--- config.mk ---
export PLATFORM = sky130hd
export DESIGN_NAME = alu_batch_sequencer
export DESIGN_NICKNAME = d
export VERILOG_FILES = /design/src/rtl/alu_seq_pkg.sv /design/src/rtl/alu_batch_sequencer.sv
export SDC_FILE = /design/constraint.sdc
export NUM_CORES = 1
export LEC_CHECK = 0
export CELL_PAD_IN_SITES_DETAIL_PLACEMENT = 1
export CELL_PAD_IN_SITES_GLOBAL_PLACEMENT = 2
export CORE_MARGIN = 2
export CORE_UTILIZATION = 22
export CTS_CLUSTER_DIAMETER = 50
export DETAILED_ROUTE_END_ITERATION = 8
export GPL_ROUTABILITY_DRIVEN = 0
export PLACE_DENSITY = 0.85
export SLEW_MARGIN = 20
export SYNTH_ARGS = -nofsm -noshare
export SYNTH_HDL_FRONTEND = slang
export SYNTH_SLANG_ARGS = --single-unit
--- constraint.sdc ---
create_clock -name clk -period 1.9 [get_ports clk]
set_input_delay 0.285 -clock clk [delete_from_list [all_inputs] [get_ports clk]]
set_output_delay 0.285 -clock clk [all_outputs]
set_load 0.01 [all_outputs]
--- src/rtl/alu_seq_pkg.sv ---
// Shared types and default widths for the ALU batch sequencer.
package alu_seq_pkg;

  localparam int ALU_ADDR_W  = 5;
  localparam int ALU_DATA_W  = 18;
  localparam int ALU_RES_W   = 8;
  localparam int ALU_LAT_DEF = 2;

  typedef enum logic [2:0] {
    IDLE  = 3'd0,
    FETCH = 3'd1,
    LOAD  = 3'd2,
    WAIT  = 3'd3,
    EMIT  = 3'd4,
    FIN   = 3'd5
  } state_t;

  typedef struct packed {
    logic [ALU_ADDR_W-1:0] addr;
    logic [ALU_RES_W-1:0]  re;
    logic [ALU_RES_W-1:0]  im;
  } result_t;

endpackage

--- src/rtl/alu_batch_sequencer.sv ---
// Walks a batch of ROM addresses through one shared ROM + ALU lane and streams
// each complex result, tagged with its address, out over a valid/ready port.
module alu_batch_sequencer
  import alu_seq_pkg::*;
#(
  parameter int ADDR_W  = ALU_ADDR_W,
  parameter int DATA_W  = ALU_DATA_W,
  parameter int RES_W   = ALU_RES_W,
  parameter int ALU_LAT = ALU_LAT_DEF
) (
  input  logic              clk,
  input  logic              rst,
  input  logic              start,
  input  logic [ADDR_W-1:0] base,
  input  logic [ADDR_W:0]   len,
  output logic [ADDR_W-1:0] rom_addr,
  input  logic [DATA_W-1:0] rom_data,
  output logic [DATA_W-1:0] alu_data,
  output logic              alu_load,
  input  logic [RES_W-1:0]  alu_res_r,
  input  logic [RES_W-1:0]  alu_res_i,
  output logic              out_valid,
  input  logic              out_ready,
  output logic [ADDR_W-1:0] out_addr,
  output logic [RES_W-1:0]  out_r,
  output logic [RES_W-1:0]  out_i,
  output logic              busy,
  output logic              done
);

  localparam int LEN_W = ADDR_W + 1;
  localparam int CNT_W = (ALU_LAT > 1) ? $clog2(ALU_LAT) : 1;

  state_t            state_q;
  logic [LEN_W-1:0]  len_q;
  logic [LEN_W-1:0]  idx_q;
  logic [CNT_W-1:0]  cnt_q;
  logic [ADDR_W-1:0] rom_addr_q;
  logic [DATA_W-1:0] alu_data_q;
  logic              alu_load_q;
  logic              out_valid_q;
  logic [ADDR_W-1:0] out_addr_q;
  logic [RES_W-1:0]  out_r_q;
  logic [RES_W-1:0]  out_i_q;
  logic              busy_q;
  logic              done_q;

  // Batch FSM; every output is a register updated here.
  always_ff @(posedge clk) begin
    if (rst) begin
      state_q     <= IDLE;
      len_q       <= LEN_W'(0);
      idx_q       <= LEN_W'(0);
      cnt_q       <= CNT_W'(0);
      rom_addr_q  <= ADDR_W'(0);
      alu_data_q  <= DATA_W'(0);
      alu_load_q  <= 1'b0;
      out_valid_q <= 1'b0;
      out_addr_q  <= ADDR_W'(0);
      out_r_q     <= RES_W'(0);
      out_i_q     <= RES_W'(0);
      busy_q      <= 1'b0;
      done_q      <= 1'b0;
    end else begin
      alu_load_q <= 1'b0;
      done_q     <= 1'b0;
      case (state_q)
        IDLE: begin
          if (start) begin
            busy_q <= 1'b1;
            if (len != LEN_W'(0)) begin
              len_q      <= len;
              idx_q      <= LEN_W'(0);
              rom_addr_q <= base;
              state_q    <= FETCH;
            end else begin
              state_q <= FIN;
            end
          end
        end
        FETCH: state_q <= LOAD;
        // ROM word for rom_addr_q is valid here, one cycle after FETCH.
        LOAD: begin
          alu_data_q <= rom_data;
          alu_load_q <= 1'b1;
          cnt_q      <= CNT_W'(ALU_LAT - 1);
          state_q    <= WAIT;
        end
        WAIT: begin
          if (cnt_q == CNT_W'(0)) begin
            out_r_q     <= alu_res_r;
            out_i_q     <= alu_res_i;
            out_addr_q  <= rom_addr_q;
            out_valid_q <= 1'b1;
            state_q     <= EMIT;
          end else begin
            cnt_q <= cnt_q - CNT_W'(1);
          end
        end
        EMIT: begin
          if (out_ready) begin
            out_valid_q <= 1'b0;
            if (idx_q == len_q - LEN_W'(1)) begin
              state_q <= FIN;
            end else begin
              idx_q      <= idx_q + LEN_W'(1);
              rom_addr_q <= rom_addr_q + ADDR_W'(1);
              state_q    <= FETCH;
            end
          end
        end
        FIN: begin
          done_q  <= 1'b1;
          busy_q  <= 1'b0;
          state_q <= IDLE;
        end
        default: begin
          out_valid_q <= 1'b0;
          busy_q      <= 1'b0;
          state_q     <= IDLE;
        end
      endcase
    end
  end

  assign rom_addr  = rom_addr_q;
  assign alu_data  = alu_data_q;
  assign alu_load  = alu_load_q;
  assign out_valid = out_valid_q;
  assign out_addr  = out_addr_q;
  assign out_r     = out_r_q;
  assign out_i     = out_i_q;
  assign busy      = busy_q;
  assign done      = done_q;

endmodule

Word level (Yosys, flattened, before mapping)
Index checks and enable logic that the tools add are counted.
Widths: inputs -> output; s select.
{"block": "totals", "register_bits": 64, "in_bits": 49, "out_inout_bits": 48, "wordCells": 68}
{"block": "op_classes", "add_sub_neg": 4, "n_eq_ne": 11, "muxes": 25, "bitwise_logic": 3, "n_reduce_logical": 12}
{"cell": "$mux 6", "count": 4}
{"cell": "$mux 5", "count": 4}
{"cell": "$mux 3", "count": 5}
{"cell": "$pmux 3 s5", "count": 1}
{"cell": "$pmux 6 s2", "count": 1}
{"cell": "$ne 2x2->1 const B", "count": 5}
{"cell": "$pmux 5 s2", "count": 1}
{"cell": "$reduce_and 3->1", "count": 3}
{"cell": "$reduce_or 4->1", "count": 2}
{"cell": "$add 6x1->6 const B", "count": 1}
{"cell": "$eq 3x2->1 const B", "count": 2}
{"cell": "$eq 3x3->1 const B", "count": 2}
{"cell": "$eq 6x6->1", "count": 1}
{"cell": "$mux 1", "count": 6}
{"cell": "$reduce_bool 6->1", "count": 1}
{"cell": "$sub 6x1->6 const B", "count": 1}
{"cell": "$add 5x1->5 const B", "count": 1}
{"cell": "$reduce_and 5->1", "count": 1}
{"cell": "$pmux 1 s2", "count": 2}
{"cell": "$reduce_and 2->1", "count": 2}
{"cell": "$reduce_bool 2->1", "count": 2}
{"cell": "$eq 3x1->1 const B", "count": 1}
{"cell": "$logic_not 3->1", "count": 1}
{"cell": "$not 1->1", "count": 3}
{"cell": "other kinds (2)", "count": 2}

Longest topological paths before layout
Gate-level depths: netlist of run 1.
{"block": "depth", "ltp_word": 5, "depth_mapped": 8, "ltp_nobuf": 7}

Worst setup path after synthesis of run 1
OpenSTA, ideal clock, no wires.
{"block": "synth_path", "path_type": "reg2reg", "from": "register len_q[0]", "to": "register rom_addr_q[0], in the netlist rom_addr[0]", "setup_time_ns": 0.116, "arrival_time_ns": 1.753, "required_ns": 1.784, "path_slack_ns": 0.031, "stages_incl_launch_ff": 9, "path_buffers": 1, "synth_period_minus_slack_ns": 1.869, "path_cell_list": "dfxtp_1 inv_1 ha_1 o21ba_2 a221oi_2 or2_2 buf_2 a21oi_2 o211a_1"}
{"block": "synth_via", "elab_chain_cells": 4}
{"element": "start, declared", "line": "alu_batch_sequencer.sv:35", "text": "logic [LEN_W-1:0] len_q;"}
{"element": "start signal, assigned", "line": "alu_batch_sequencer.sv:72", "text": "len_q <= len;"}
{"element": "$sub 6x1->6", "line": "alu_batch_sequencer.sv:103", "text": "if (idx_q == len_q - LEN_W'(1)) begin"}
{"element": "$eq 6x6->1", "line": "alu_batch_sequencer.sv:103"}
{"element": "$ne 2x2->1 (no line)"}
{"element": "$reduce_and 5->1 (no line)"}
{"element": "end signal, assigned", "line": "alu_batch_sequencer.sv:74", "text": "rom_addr_q <= base;"}
{"element": "end signal, assigned", "line": "alu_batch_sequencer.sv:107", "text": "rom_addr_q <= rom_addr_q + ADDR_W'(1);"}
{"element": "end, declared", "line": "alu_batch_sequencer.sv:38", "text": "logic [ADDR_W-1:0] rom_addr_q;"}
No other way between the ends.
A chain may end at the register's enable or synchronous reset.

Worst setup path in the final report of run 1
{"block": "layout_path", "from": "input len[0]", "to": "register rom_addr_q[0], in the netlist rom_addr[0]"}
{"block": "layout_via", "elab_chain_cells": 3}
{"element": "start, declared", "line": "alu_batch_sequencer.sv:15", "text": "input logic [ADDR_W:0] len,"}
{"element": "$reduce_bool 6->1", "line": "alu_batch_sequencer.sv:71", "text": "if (len != LEN_W'(0)) begin"}
{"element": "$ne 2x2->1 (no line)"}
{"element": "$reduce_and 5->1 (no line)"}
No other way between the ends.

==> results of run 1 <==
## worst max-delay path: cells and delay by family
kind	cells	cell delay [ns]
buffers and inverters	2	0.62
AOI/OAI and AO/OA	3	0.52
and+or+nand+nor	1	0.63
## placed cells by master, fill, tap and decap left out, types with 3 or more instances in the layout
master,n
nand2_1,101
clkbuf_16,9
buf_4,24
dfxtp_1,64
xor2_1,3
o21ai_0,5
o211a_1,3
nand3_1,8
nor2_1,16
a21oi_1,57
clkdlybuf4s50_1,95
o32ai_1,6
nor4_1,5
xnor2_1,3
inv_1,7
a22oi_1,3
clkbuf_8,3
nor3_1,5
o211ai_1,3
## registers in the layout, indices dropped and copies added, names as in the netlist
register / count
alu_data: 18
alu_load: 1
busy: 1
cnt_q: 1
done: 1
idx_q: 6
len_q: 6
out_addr: 5
out_i: 8
out_r: 8
out_valid: 1
rom_addr: 5
state_q: 3
## cells in the mapped netlist (2+ instances only)
cell,instances
nand2_1,101
dfxtp_1,64
a21oi_1,57
nor2_1,18
clkbuf_1,17
nand3_1,8
inv_1,7
nor3_1,7
o32ai_1,6
nor4_1,5
o21ai_0,5
buf_2,4
xnor2_1,4
a221oi_1,3
a22oi_1,3
ha_1,3
o211a_1,3
o211ai_1,3
xor2_1,3
a31oi_1,2
mux2i_1,2
o31ai_1,2
o41a_1,2
or2_2,2
or3_1,2
## routing by layer
| layer | vias to the layer above | part of all wire | track usage |
|---|---|---|---|
| met5 | - | 0 | 0 |
| met4 | 0 | 0.015 | 0.0437 |
| met3 | 11 | 0.045 | 0.0482 |
| met2 | 51 | 0.51 | 0.253 |
| met1 | 1430 | 0.43 | 0.164 |
| li1 | 1444 | - | - |
## through the flow
| step | hold slack, ns | cells | total power [mW] | setup TNS [ns] |
|---|---|---|---|---|
| final | 0.389 | 638 | 3.96 | 0 |
| after global routing | 0.406 | 638 | 4.19 | 0 |
| after CTS | 0.389 | 637 | 3.98 | 0 |
| after detailed placement | 0.450 | 623 | 2.40 | -2.34 |
| after global placement | 0.442 | 623 | 2.37 | -1.78 |
| after floorplan | 0.421 | 354 | 1.98 | 0 |
## area by class of cell
class                           instances  share of cell area
Clock buffer                           14              0.0618
Inverter                                7             0.00593
Multi-Input combinational cell        261               0.338
Sequential cell                        64               0.289
Tap cell                              172              0.0486
Timing Repair Buffer                  120               0.256
## timing repair
item	CTS	global route
gates resized for setup	2	10
setup endpoints to repair	6	10
pin swaps	0	4
setup buffers	0	1
## worst min-delay path by stage
| stage | endpoint | start | slack (ns) | cells after the start |
|---|---|---|---|---|
| global placement | out_r[7] | out_r[7] | 0.44 | 2 |
| global route | alu_data[3] | rst | 0.41 | 3 |
| detailed placement | out_r[7] | out_r[7] | 0.45 | 2 |
| finish | out_r[7] | rst | 0.39 | 3 |
| floorplan | len_q[5] | len[5] | 0.42 | 2 |
| CTS | alu_data[2] | rst | 0.39 | 3 |
## logic make-up (layout without fill, tap and decap cells)
kind of cell               count (synthesis)  in the layout  share of synthesized area
and+or+nand+nor                          151            151                      0.229
AOI/OAI and AO/OA                         97             97                      0.229
DFF                                       64             64                      0.453
buffers and inverters                     29            141                     0.0429
xor gates and xnor gates                   7              7                     0.0217
adders and majority gates                  3              3                     0.0133
muxes                                      3              3                     0.0111
## report_power, final
part           total [mW]  leakage (nW)  internal [mW]  switching [mW]
clock network        1.54         0.135          0.976           0.567
registers            1.50         0.519           1.43          0.0722
logic               0.918         0.932          0.441           0.476
total                3.96          1.59           2.85            1.12
==> impl_results.md, run 1 <==
* Synth Flop Type: dfxtp_1
* Flop-to-flop setup slack at 0.11 ns
* Die W at 117 µm
* Fin nets at 515
* CP Capture Type: register
* Synth Instances at 354
* Cts-stage hold buffer count at 0
* Routed wire per std cell at 15.1 µm
* Worst setup endpoint: rom_addr[0]
* FMAX at 544 MHz
* Fin Clk Skew at 0.00346 ns
* H-tree depth at 3
* Maximum clock path buffer count at 2
* Fin crit period at 1.84 ns
* Number of hold violations in the final report at 0
* RSZ-0062 raised after global routing: no
* FP Rows at 41
* Max IR drop VDD at 0.404 mV
* Crit path launch type: input pin
* Crit path DAT at 2.06 ns
* Area growth syn-to-layout at 56.7%
* Pre-Repair DR Iteration Count at 4
* Yosys cell types at 46
* Ratio of cells with drive above 1 in the final layout at 0.124
* #FFs+latches synth at 64
* Worst slew pin tran at 0.425 ns
* Gr ovfl total at 0
* Tcrit/Tclk final at 0.967
* Yosys top cell by area: dfxtp_1
* Register area share after synthesis at 0.453
* Core box area at 12,600 µm²
* Setup ws final at 0.0618 ns
* Fin area at 4430 µm²
* R2r startpoint: len_q[0]
* Storage cell area at 1280 µm²
* Ports at 97
* Vias in the first global route at 3,152
* Final setup fails at 0
* Die H at 117 µm
* Power Dens Cells at 895 nW/µm²
* CTS tree: yes
* Worst Setup SP: len[0]
* Share of the synthesized area in the top cell type at 0.453
* Synth warnings at 0
* Drt total wl at 9610 µm
* EDFF count, synth at 0
* Hold Path Class: in -> reg
* Initial DRC Count at 84
* Area contributors post-synth: dfxtp_1, nand2_1, a21oi_1
* Antenna violations before repair at 0
* Input/output buffers at 96
* Total CTS buffers at 9
* Initial Util at 0.225
* Vias/cell at 4.60
* Largest net degree at the start of global routing at 27
* Leakage at 1.59 nW
* ANT nets after route at 0
* GRT Util Overall at 0.143
* Status: finished clean
* Vias post-DR at 2,936
* Max-cap violations at 0
* Area of the multi-input gates at 1500 µm²
* Synthesized area at 2830 µm²
* Fillers at 1,495
* Crit-path max FO at 5
* Sink Count at 64
* Skew-Pair Late Insertion Delay at 0.33 ns
* Worst path max stage delay at 0.63 ns
* Root buffer cell: clkbuf_16
* Post-Route Utilization at 0.353
* Async SR Flop Fraction at 0
* CP Class: in -> reg
* Worst reg2reg path depth at 7
* # diodes at 0
* WP data required at 2.12 ns
* Critical-path cell list: clkdlybuf4s50_1 > or4_1 > o211ai_4 > buf_4 > a21oi_4 > o211a_1
* First-pass GRT wire length at 16,000 µm
* DP Wirelength at 6870 µm
* Residual DRC count at 0
* Worst r2r dst: rom_addr[0]
* Final Slew Violations at 0
* Rel. slew slack at 0.716
* Critical-path top delay cell: or4_1
* Placed inst area at 4080 µm²
* Mapped Avg Cell Area at 7.99 µm²
* Die ar. at 13,800 µm²
* Worst-path clk slew at 0.05 ns
* Worst slack, placed at -0.257 ns
* Synth Net Count at 406
Power figures use the tool's default switching activity.
==> run 2: changes to the inputs <==
--- a/config.mk
+++ b/config.mk
@@ -13,6 +13,7 @@
 export DETAILED_ROUTE_END_ITERATION = 8
 export GPL_ROUTABILITY_DRIVEN = 0
 export PLACE_DENSITY = 0.85
+export SKIP_LAST_GASP = 1
 export SLEW_MARGIN = 20
 export SYNTH_ARGS = -nofsm -noshare
 export SYNTH_HDL_FRONTEND = slang
==> results of run 2 <==
Final layout, timing and power as in run 1 (identical DEF).
==> run 3: changes to the inputs <==
--- a/config.mk
+++ b/config.mk
@@ -12,7 +12,8 @@
 export CTS_CLUSTER_DIAMETER = 50
 export DETAILED_ROUTE_END_ITERATION = 8
 export GPL_ROUTABILITY_DRIVEN = 0
-export PLACE_DENSITY = 0.85
+export PLACE_DENSITY = 0.75
+export REMOVE_ABC_BUFFERS = 1
 export SKIP_LAST_GASP = 1
 export SLEW_MARGIN = 20
 export SYNTH_ARGS = -nofsm -noshare
==> run 3 against run 2 <==
Net effect:
- maximum frequency is essentially flat
- via count fell by 0.31%
- utilization rose by 0.24 points
- non-clock buffer count increased by 2
- flip-flop and latch count did not move
- critical path depth fell by 1
- cell area increased by 0.68%
- global-route usage is 0.13 points lower
- critical path type is now reg -> reg
==> impl_results.md, run 3 (synthesis gave the netlist of run 1 again) <==
* CP Class: reg -> reg
* Critical-path cell list: or3b_4 > nor3_4 > o211ai_2 > o21ai_2 > o32ai_1
* Critical-path top delay cell: or3b_4
* Fin Clk Skew at 0.00399 ns
* Crit path launch type: register
* Final Slew Violations at 0
* FP Rows at 41
* Die H at 117 µm
* GRT Util Overall at 0.142
* Crit-path max FO at 7
* Grt met1 use at 0.175
* Fillers at 1,484
* H-tree depth at 3
* Worst reg2reg path depth at 5
* Worst r2r dst: idx_q[3]
* WP buf/inv at 0
* Die ar. at 13,800 µm²
* Final non-filler cell total at 642
* Top delay family on crit path: compound AO/OA/AOI/OAI gates
* Die W at 117 µm
* Commonest non-fill, non-tap cell in the layout: nand2_1
* Pre-Repair DR Iteration Count at 4
* DP Wirelength at 6600 µm
* Gr ovfl total at 0
* Maximum clock path buffer count at 2
* CP Capture Type: register
* Largest net degree at the start of global routing at 60
* Antenna violations before repair at 0
* CTS tree: yes
* Hold Path Sink: busy
* Total CTS buffers at 9
* Post-Route Utilization at 0.355
* Leakage at 1.61 nW
* Vias/cell at 4.56
* Worst Setup SP: state_q[0]
* Input/output buffers at 96
* Final setup fails at 0
* Hold Path Class: in -> reg
* Max reg flops at 18
* Dpl cells at 623
* M3 GR Usage at 0.0375
* Drt total wl at 9500 µm
* Tcrit/Tclk final at 0.967
* Rel. slew slack at 0.697
* Worst slew pin tran at 0.453 ns
* Fin nets at 517
* ANT nets after route at 0
* Worst hold start: rst
* Routed wire per std cell at 14.8 µm
* Setup ws final at 0.0623 ns
* Area growth syn-to-layout at 57.7%
* Residual DRC count at 0
* WP data required at 2.11 ns
* Worst slack, placed at -0.229 ns
* Number of hold violations in the final report at 0
* Max-cap violations at 0
* Fin crit period at 1.84 ns
* Core box area at 12,600 µm²
* Initial Util at 0.225
* Vias in the first global route at 3,057
* Sink Count at 64
* R2r startpoint: state_q[0]
* Met2 Use GR at 0.229
* Crit path DAT at 2.05 ns
* First-pass GRT wire length at 15,700 µm
* Commonest non-fill, non-tap cells in the layout: nand2_1, clkdlybuf4s50_1, dfxtp_1, a21oi_1, buf_4
* Power Dens Cells at 919 nW/µm²
* Worst path max stage delay at 0.44 ns
* Skew-Pair Late Insertion Delay at 0.33 ns
* Max IR drop VDD at 0.350 mV
* Vias post-DR at 2,927
* Cts-stage hold buffer count at 0
* # diodes at 0
* FMAX at 544 MHz
* Ports at 97
* Gr busiest metal: met2
* Ratio of cells with drive above 1 in the final layout at 0.130
* Status: finished clean
* Root buffer cell: clkbuf_16
* Flop-to-flop setup slack at 0.06 ns
* Hold Crit Depth at 3
* Worst-path clk slew at 0.06 ns
* Initial DRC Count at 140
## run 3: power by group
| group | switching, mW | internal, mW | leakage [nW] |
|---|---|---|---|
| clock network | 0.622 | 1.05 | 0.145 |
| registers | 0.0764 | 1.43 | 0.519 |
| logic | 0.465 | 0.455 | 0.944 |
## run 3: through the flow
| step | TNS, ns | instance area, µm² | hold WS [ns] | power, mW |
|---|---|---|---|---|
| floorplan | -1.65 | 2730 | 0.354 | 1.94 |
| global placement | -1.46 | 4090 | 0.441 | 2.38 |
| detailed placement | -2.11 | 4090 | 0.446 | 2.41 |
| CTS | -0.00762 | 4400 | 0.424 | 4.12 |
| global route | -0.0459 | 4460 | 0.451 | 4.33 |
| finish | 0 | 4460 | 0.431 | 4.10 |
## run 3: final cells by class
type                    instances  area (µm²)  area share
flip-flops and latches         64        1280       0.287
inverters                       7        26.3     0.00589
well taps                     172         215      0.0482
clock buffers                  11         243      0.0544
repair buffers                122        1160       0.261
clock inverters                 5        56.3      0.0126
multi-input cells             261        1480       0.331
## run 3: worst min-delay path, cell delays in order
cell    delay [ns]
buf_2         0.12
buf_12        0.20
nor2_1        0.12
## run 3: worst max-delay path by stage
stage	cells after the start	slack (ns)	endpoint
floorplan	4	-0.08	out_addr[0]
global placement	5	-0.16	rom_addr[3]
detailed placement	5	-0.23	rom_addr[1]
CTS	7	-0.008	rom_addr[1]
global route	7	-0.02	rom_addr[1]
finish	5	0.06	idx_q[3]
## run 3: routing by layer
| metal | share of wire | routed length (µm) |
|---|---|---|
| met5 | 0 | 0 |
| met4 | 0.021 | 204 |
| met3 | 0.049 | 469 |
| met2 | 0.47 | 4420 |
| met1 | 0.46 | 4410 |
## run 3: timing repair
action,in CTS,in global routing
cloned,0,0
buffers inserted,0,3
endpoints found under the setup margin,5,10
gates resized for setup,1,7
pin swaps,0,4
endpoints found under the hold margin,0,0
